<file path="config.mk">
export PLATFORM = sky130hd
export DESIGN_NAME = ram_arbiter
export DESIGN_NICKNAME = d
export VERILOG_FILES = /design/src/rtl/ram_arb_pkg.sv /design/src/rtl/rr_arb2.sv /design/src/rtl/ram_arbiter.sv
export SDC_FILE = /design/constraint.sdc
export NUM_CORES = 1
export LEC_CHECK = 0
export BUFFER_PORTS_ARGS = -buffer_cell sky130_fd_sc_hd__buf_2
export CORE_MARGIN = 3
export CORE_UTILIZATION = 42
export CTS_CLUSTER_DIAMETER = 120
export DETAILED_ROUTE_END_ITERATION = 10
export GPL_TIMING_DRIVEN = 0
export PLACE_DENSITY = 0.8
export SKIP_LAST_GASP = 1
export SLEW_MARGIN = 20
export SYNTH_ARGS = -nofsm -noshare
export SYNTH_HDL_FRONTEND = slang
export SYNTH_SLANG_ARGS = --single-unit
</file>
<file path="constraint.sdc">
create_clock -name clk -period 3 [get_ports clk]
set_input_delay 0.45 -clock clk [delete_from_list [all_inputs] [get_ports clk]]
set_output_delay 0.45 -clock clk [all_outputs]
set_load 0.03 [all_outputs]
</file>
<file path="src/rtl/ram_arb_pkg.sv">
// Shared types for the two-port RAM arbiter: default widths, port id,
// command and read-tag structures.
package ram_arb_pkg;

  localparam int unsigned ADDR_W_DEF = 4;
  localparam int unsigned DATA_W_DEF = 8;

  typedef logic port_id_t;

  typedef struct packed {
    logic                  we;
    logic [ADDR_W_DEF-1:0] addr;
    logic [DATA_W_DEF-1:0] wdata;
  } cmd_t;

  typedef struct packed {
    logic     valid;
    port_id_t port;
  } rd_tag_t;

endpackage

</file>
<file path="src/rtl/rr_arb2.sv">
// Two-way round-robin arbiter. The pointer remembers the last granted port
// and the other port wins when both request.
module rr_arb2
  import ram_arb_pkg::*;
(
  input  logic       clk,
  input  logic       rst_n,
  input  logic [1:0] req,
  output logic [1:0] gnt
);

  port_id_t last_q, last_d;

  always_comb begin
    gnt = 2'b00;
    case (req)
      2'b01:   gnt = 2'b01;
      2'b10:   gnt = 2'b10;
      2'b11:   gnt = last_q ? 2'b01 : 2'b10;
      default: gnt = 2'b00;
    endcase
    // No command may be accepted while reset is held.
    if (!rst_n) gnt = 2'b00;

    last_d = last_q;
    if (gnt[1])      last_d = 1'b1;
    else if (gnt[0]) last_d = 1'b0;
  end

  always_ff @(posedge clk or negedge rst_n) begin
    if (!rst_n) last_q <= 1'b1;
    else        last_q <= last_d;
  end

endmodule

</file>
<file path="src/rtl/ram_arbiter.sv">
// Round-robin sequencer in front of a single-port RAM: registers the winning
// command onto the RAM port and steers read data back with a tag pipeline.
module ram_arbiter
  import ram_arb_pkg::*;
#(
  parameter int unsigned ADDR_W     = ADDR_W_DEF,
  parameter int unsigned DATA_W     = DATA_W_DEF,
  parameter int unsigned RAM_RD_LAT = 1
) (
  input  logic              clk,
  input  logic              rst_n,
  input  logic              p0_req,
  input  logic              p0_we,
  input  logic [ADDR_W-1:0] p0_addr,
  input  logic [DATA_W-1:0] p0_wdata,
  output logic              p0_gnt,
  output logic              p0_rvalid,
  output logic [DATA_W-1:0] p0_rdata,
  input  logic              p1_req,
  input  logic              p1_we,
  input  logic [ADDR_W-1:0] p1_addr,
  input  logic [DATA_W-1:0] p1_wdata,
  output logic              p1_gnt,
  output logic              p1_rvalid,
  output logic [DATA_W-1:0] p1_rdata,
  output logic              ram_we,
  output logic [ADDR_W-1:0] ram_addr,
  output logic [DATA_W-1:0] ram_din,
  input  logic [DATA_W-1:0] ram_dout
);

  logic [1:0] arb_gnt;
  logic       any_gnt;
  cmd_t       p0_cmd, p1_cmd, sel_cmd;
  rd_tag_t    tag_in, tag_out;

  rd_tag_t [RAM_RD_LAT:0] tag_q;

  logic              we_q;
  logic [ADDR_W-1:0] addr_q;
  logic [DATA_W-1:0] din_q;

  rr_arb2 u_arb (
    .clk   (clk),
    .rst_n (rst_n),
    .req   ({p1_req, p0_req}),
    .gnt   (arb_gnt)
  );

  assign p0_gnt  = arb_gnt[0];
  assign p1_gnt  = arb_gnt[1];
  assign any_gnt = |arb_gnt;

  assign p0_cmd = '{we: p0_we, addr: p0_addr, wdata: p0_wdata};
  assign p1_cmd = '{we: p1_we, addr: p1_addr, wdata: p1_wdata};

  always_comb begin
    sel_cmd = arb_gnt[1] ? p1_cmd : p0_cmd;
    tag_in  = '{valid: any_gnt && !sel_cmd.we, port: arb_gnt[1]};
  end

  // Address and data hold on idle cycles; only the write enable drops.
  always_ff @(posedge clk or negedge rst_n) begin
    if (!rst_n) begin
      we_q   <= 1'b0;
      addr_q <= '0;
      din_q  <= '0;
    end else begin
      we_q <= any_gnt && sel_cmd.we;
      if (any_gnt) begin
        addr_q <= sel_cmd.addr;
        din_q  <= sel_cmd.wdata;
      end
    end
  end

  assign ram_we   = we_q;
  assign ram_addr = addr_q;
  assign ram_din  = din_q;

  // One stage covers the command register, the rest cover the RAM read latency.
  always_ff @(posedge clk or negedge rst_n) begin
    if (!rst_n) tag_q <= '0;
    else        tag_q <= {tag_q[RAM_RD_LAT-1:0], tag_in};
  end

  assign tag_out = tag_q[RAM_RD_LAT];

  always_comb begin
    p0_rvalid = tag_out.valid && (tag_out.port == 1'b0);
    p1_rvalid = tag_out.valid && (tag_out.port == 1'b1);
    p0_rdata  = p0_rvalid ? ram_dout : '0;
    p1_rdata  = p1_rvalid ? ram_dout : '0;
  end

endmodule

</file>
==> results of run 1 <==
==> cell families after synthesis <==
kind of cell / count (synthesis)
AO/OA/AOI/OAI: 19
buffers and inverters: 6
flip-flops: 18
AND/OR/NAND/NOR: 53
==> synthesized netlist by cell type, drive strengths merged <==
master	number
o32ai	9
and3	9
nor2	14
nand3	4
nand2	4
a31oi	3
nor2b	2
o21ai	5
a21boi	1
nor3	9
and2	11
dfrtp	17
buf	6
o21a	1
dfstp	1
==> registers in the layout, summed over array words and instances (netlist names) <==
name          cells
ram_addr          4
ram_din           8
ram_we            1
tag_out           2
tag_q             2
u_arb.last_q      1
==> where the power goes <==
group / internal [W] / switching [W]
clock: 0.0000517 / 0.0000723
sequential: 0.000277 / 0.0000212
combinational: 0.0000797 / 0.000144
total: 0.000408 / 0.000237
==> per-stage QoR <==
stage	area, µm²	util [%]	power [W]
2_1_floorplan	933	-	0.000444
6_report	1340	65.8	0.000645
3_5_place_dp	1320	64.5	0.000527
5_1_grt	1340	65.8	0.000681
3_3_place_gp	1320	64.5	0.000521
4_1_cts	1340	65.8	0.000650
==> layout make-up <==
cell class | instances | area share [%]
clock buffer | 4 | 1.96
sequential | 18 | 33.6
multi-input combinational | 72 | 31.6
timing repair buffer | 70 | 26.1
tap | 27 | 2.51
buffer | 6 | 4.28
==> layer usage <==
metal  vias to the layer above  track usage, %  part of all wire [%]
met1                       428            21.2                    41
met3                         4            4.23                    11
met4                         0            6.38                   1.3
li1                        497               -                     -
met2                        53            31.4                    47
met5                         -               0                     0
==> final timing paths <==
check	start	end	slack, ps	cells after the start
worst max register to register	u_arb.last_q$_DFFE_PN1P_	ram_din[6]$_DFFE_PN0P_	1790	4
worst max-delay path	rst_n	p1_gnt	950	5
worst min register to register	tag_q[1]$_DFF_PN0_	tag_out[1]$_DFF_PN0_	350	0
max in group asynchronous	rst_n	u_arb.last_q$_DFFE_PN1P_	2570	1
min in group clk	tag_q[1]$_DFF_PN0_	tag_out[1]$_DFF_PN0_	350	0
worst min-delay path	rst_n	ram_addr[0]$_DFFE_PN0P_	80	1
==> summary.txt, run 1 <==
Final layout
  • Multi-input gate area: 424 µm²
  • Filler instances: 183
  • Most frequent cells in the layout: buf_2, dfrtp_1, nor2_1, and2_1
  • Seq. cell area: 452 µm²
  • Final nets: 209
  • Area grow syn2layout: 44.0%
  • Commonest non-fill, non-tap cell in the layout: buf_2
  • # diodes: 0
  • Non-filler cells in the finished layout: 197
  • Layout cell share with drive strength beyond 1: 48.8%

Setup path
  • Worst EP arrival: 1600 ps
  • Crit end category: output pin
  • Worst setup SP type: input pin
  • Cell family with most CP delay: buffers and inverters
  • Worst EP required: 2550 ps
  • Most common cell on crit path: buf_2
  • CP Class: in2out
  • Crit-path slowest cell: buf_2
  • Max incr delay on CP: 370 ps
  • Max FO, Critical Path: 22
  • CP Buf/Inv Count: 3
  • Worst path cell trace: buf_2 -> nand2_1 -> buf_6 -> nor2_1 -> buf_2

Drt
  • DR iter-0 viols: 9
  • DR vias/cell: 4.98
  • Final wirelength: 2460 µm
  • # DRC: 0
  • Vias: 982
  • Number of nets still failing antenna checks after routing: 0
  • Routed wire per std cell: 12.5 µm
  • Drt first pass iters: 4

Worst hold path
  • HP Class: in2async

Die
  • Top Ports: 71
  • Die span in x: 53.1 µm
  • Die area: 0.00282 mm²
  • Die H: 53.1 µm
  • Core box area: 0.00204 mm²
  • Initial Util: 45.7%
  • Core Rows: 16

Yosys
  • Complex-gate fraction of the synthesized area: 16.4%
  • Post-synthesis mux area share: 0%
  • Post-Synth XOR/XNOR Area: 0%
  • Synth top area share: 45.6%
  • Post-Syn Nets: 134
  • Mapped Cells: 96
  • Synth area leaders: dfrtp_1, o32ai_1, and2_1
  • Adder-Cell Fraction of Synth Area: 0%
  • Yosys Warn Count: 0
  • Largest area contributor in the netlist: dfrtp_1
  • Synth Area in Simple Gates: 29.1%
  • Post-Syn Area: 933 µm²
  • #FFs+latches synth: 18
  • Largest family of logic cells by synthesized area: simple AND/OR/NAND/NOR gates
  • Seq/Total Area, Yosys: 48.4%
  • Post-Syn Area per Cell: 9.72 µm²
  • Cell variety after synth: 19

Job
  • Max-Cap Viols: 0

Placed design
  • Detailed Place HPWL: 1940 µm
  • Post-place setup slack: 887 ps
  • GPL Wtd Cong: 0.693
  • Placed instance count: 193
  • IO Port Bufs: 70

Clock network
  • Clock transition at the registers of the reported paths: 110 ps
  • Worst-Skew Late Latency: 300 ps
  • TritonCTS Buffers: 3
  • Bufs on Longest Clock Path: 2
  • Post-CTS Hold Buffers: 0
  • CTS tree: done
  • Setup bufs post-CTS: 0
  • Clk root buf: clkbuf_4
  • H-tree depth: 1
  • PostCTS Resize Cnt: 0
  • CTS sink cnt: 18

STA
  • Final hold violations: 0
  • RSZ-0062 raised after global routing: false
  • Setup violations, final: 0
  • Final min period: 2050 ps
  • TNS Setup: 0 ps
  • Rel. slew slack: 70.7%
  • Crit share post-route: 68.2%
  • Clock skew: 15.1 ps
  • Final worst setup slack: 954 ps
  • Worst-Margin Slew: 440 ps
  • Hold_ws: 79.4 ps
  • F_max: 489 MHz
  • Final Max Tran Viols: 0

Global routing
  • Global-route wire length before repair: 3680 µm
  • Gr usage total: 17.9%
  • Initial antenna violation count: 0
  • GRT overflow: 0
  • Vias in the first global route: 858
  • Largest net degree at the start of global routing: 23

Outcome
  • Status: completed

Power
  • Max IR drop VDD: 0.316 mV
  • Leakage: 0.720 nW
  • Pwr/cell area: 480 mW/mm²
(Power assumes the default switching activity.)
==> run 2, diff against run 1 <==
CORE_UTILIZATION = 35   (was 42)
PLACE_DENSITY = 0.71   (was 0.8)
clock period = 1.74 ns   (was 3 ns; I/O delays follow)
==> run 2 against run 1 <==
- via count rose by 6.4%
- sequential share of layout area down 1.1 points
- combinational power grew 82%
- routed wire length increased by 14%
- worst setup slack worse by 870 ps
- non-clock buffer count is 3 higher
- largest cell class unchanged
- largest power group unchanged
==> summary.txt, run 2 (synthesized netlist as in run 1, its figures left out) <==
Power
  • Leakage: 0.740 nW (was 0.720 nW)
  • Pwr/cell area: 841 mW/mm² (was 480 mW/mm²)
  • Max IR drop VDD: 0.611 mV (was 0.316 mV)
  • Pwr Total: 0.00117 W (was 0.000645 W)

Placed design
  • GPL Wtd Cong: 0.737 (was 0.693)
  • Post-place setup slack: -21.4 ps (was 887 ps)
  • IO Port Bufs: 70 (unchanged)
  • Placed instance count: 196 (was 193)
  • Post-DP Area: 0.00132 mm² (about the same)
  • Detailed Place HPWL: 2130 µm (was 1940 µm)

Final layout
  • Final nets: 212 (was 209)
  • Layout cell share with drive strength beyond 1: 50.3% (was 48.8%)
  • Commonest non-fill, non-tap cell in the layout: buf_2 (unchanged)
  • Area grow syn2layout: 49.1% (was 44.0%)
  • Most frequent cells in the layout: buf_2, dfrtp_1, nor2_1 (was buf_2, dfrtp_1, nor2_1, and2_1)
  • # diodes: 0 (unchanged)
  • Design area: 0.00139 mm² (was 0.00134 mm²)
  • Max reg flops: 8 (unchanged)
  • Non-filler cells in the finished layout: 203 (was 197)

Setup path
  • Worst EP arrival: 1400 ps (was 1600 ps)
  • Reg2reg path depth: 4 (unchanged)
  • Cell family with most CP delay: flip-flops (was buffers and inverters)
  • Max incr delay on CP: 560 ps (was 370 ps)
  • Max FO, Critical Path: 10 (was 22)
  • Worst EP required: 1480 ps (was 2550 ps)
  • Worst setup SP type: flop (was input pin)
  • Crit end category: output pin (unchanged)
  • CP Buf/Inv Count: 2 (was 3)
  • Stages on the worst setup path: 4 (was 5)
  • CP Class: reg2out (was in2out)
  • Worst path cell trace: and2_4 -> buf_6 -> nor2_1 -> buf_2 (was buf_2 -> nand2_1 -> buf_6 -> nor2_1 -> buf_2)
  • Crit-path slowest cell: dfstp_2 (was buf_2)

Clock network
  • Bufs on Longest Clock Path: 2 (unchanged)
  • Clock transition at the registers of the reported paths: 100 ps (was 110 ps)
  • Clk root buf: clkbuf_4 (unchanged)
  • Worst-Skew Late Latency: 290 ps (was 300 ps)
  • TritonCTS Buffers: 3 (unchanged)
  • H-tree depth: 1 (unchanged)
  • CTS tree: done (unchanged)
  • CTS sink cnt: 18 (unchanged)

Global routing
  • Gr usage total: 17.2% (was 17.9%)
  • Global-route wire length before repair: 4470 µm (was 3680 µm)
  • Vias in the first global route: 983 (was 858)
  • GRT overflow: 0 (unchanged)
  • Initial antenna violation count: 0 (unchanged)
  • Largest net degree at the start of global routing: 18 (was 23)

Die
  • Die span in x: 57.6 µm (was 53.1 µm)
  • Die area: 0.00332 mm² (was 0.00282 mm²)
  • Top Ports: 71 (unchanged)
  • Core Rows: 18 (was 16)
  • Initial Util: 37.3% (was 45.7%)
  • Core box area: 0.00250 mm² (was 0.00204 mm²)
  • Die H: 57.6 µm (was 53.1 µm)

Drt
  • DR iter-0 viols: 46 (was 9)
  • # DRC: 0 (unchanged)
  • Routed wire per std cell: 13.8 µm (was 12.5 µm)
  • Vias: 1045 (was 982)
  • DR vias/cell: 5.15 (was 4.98)
  • Drt first pass iters: 4 (unchanged)
  • Final wirelength: 2810 µm (was 2460 µm)
  • Number of nets still failing antenna checks after routing: 0 (unchanged)

Worst hold path
  • HP Class: in2reg (was in2async)
  • Hold path cells: 3

STA
  • Setup violations, final: 0 (unchanged)
  • Worst-Margin Slew: 735 ps (was 440 ps)
  • Clock skew: 1.44 ps (was 15.1 ps)
  • Final min period: 1660 ps
  • Crit share post-route: 95.3%
  • Rel. slew slack: 50.8% (was 70.7%)
  • Final Max Tran Viols: 0 (unchanged)
  • RSZ-0062 raised after global routing: true (was false)
  • Final worst setup slack: 81.6 ps (was 954 ps)
  • Final hold violations: 0 (unchanged)
  • F_max: 603 MHz

Outcome
  • Status: completed (unchanged)

Job
  • Max-Cap Viols: 0 (unchanged)
[run 2: final cells by class]
cell class | count | area, µm²
clock buffer | 4 | 36.3
buffer | 6 | 57.6
tap | 30 | 37.5
timing repair buffer | 73 | 380
fill | 246 | 1110
multi-input combinational | 72 | 427
sequential | 18 | 453
[run 2: worst reg2reg max path: stages (launching register included)]
cell	delay [ps]
dfstp_2	560
nor2b_1	50
buf_4	170
o32ai_1	240
nor2_1	70
[run 2: timing repair]
action | CTS | global route
hold buffers | 2 | 0
setup endpoints to repair | 1 | 9
pin swaps | 0 | 0
endpoints found under the hold margin | 17 | 0
buffers inserted | 0 | 1
gates resized for setup | 2 | 1
[run 2: final timing paths]
check	to	from	slack (ps)
max in group asynchronous	tag_out[1]$_DFF_PN0_	rst_n	640
setup / recovery	p1_gnt	u_arb.last_q$_DFFE_PN1P_	80
setup reg to reg	ram_din[1]$_DFFE_PN0P_	u_arb.last_q$_DFFE_PN1P_	550
min in group asynchronous	u_arb.last_q$_DFFE_PN1P_	rst_n	480
hold / removal	ram_din[5]$_DFFE_PN0P_	p1_wdata[5]	200
hold reg to reg	tag_out[1]$_DFF_PN0_	tag_q[1]$_DFF_PN0_	360
[run 2: stage by stage]
step	utilization [%]	hold WS (ps)	TNS (ps)
CTS	55.3	200	0
detailed placement	52.9	243	-21.4
finish	55.7	205	0
global placement	52.9	234	0
global route	55.7	210	-6.50
floorplan	-	-34.6	0
[run 2: power breakdown]
group	switching (W)	internal [W]	total (W)
Combinational	0.000257	0.000149	0.000406
Clock	0.000126	0.000128	0.000253
Sequential	0.0000345	0.000477	0.000512
Total	0.000417	0.000754	0.00117
[run 2: layer usage]
layer	share of wire, %	vias to the layer above	track usage (%)
li1	-	505	-
met1	35	466	19.3
met2	52	70	31.8
met3	12	4	4.23
met4	0.89	0	4.97
met5	0	-	0
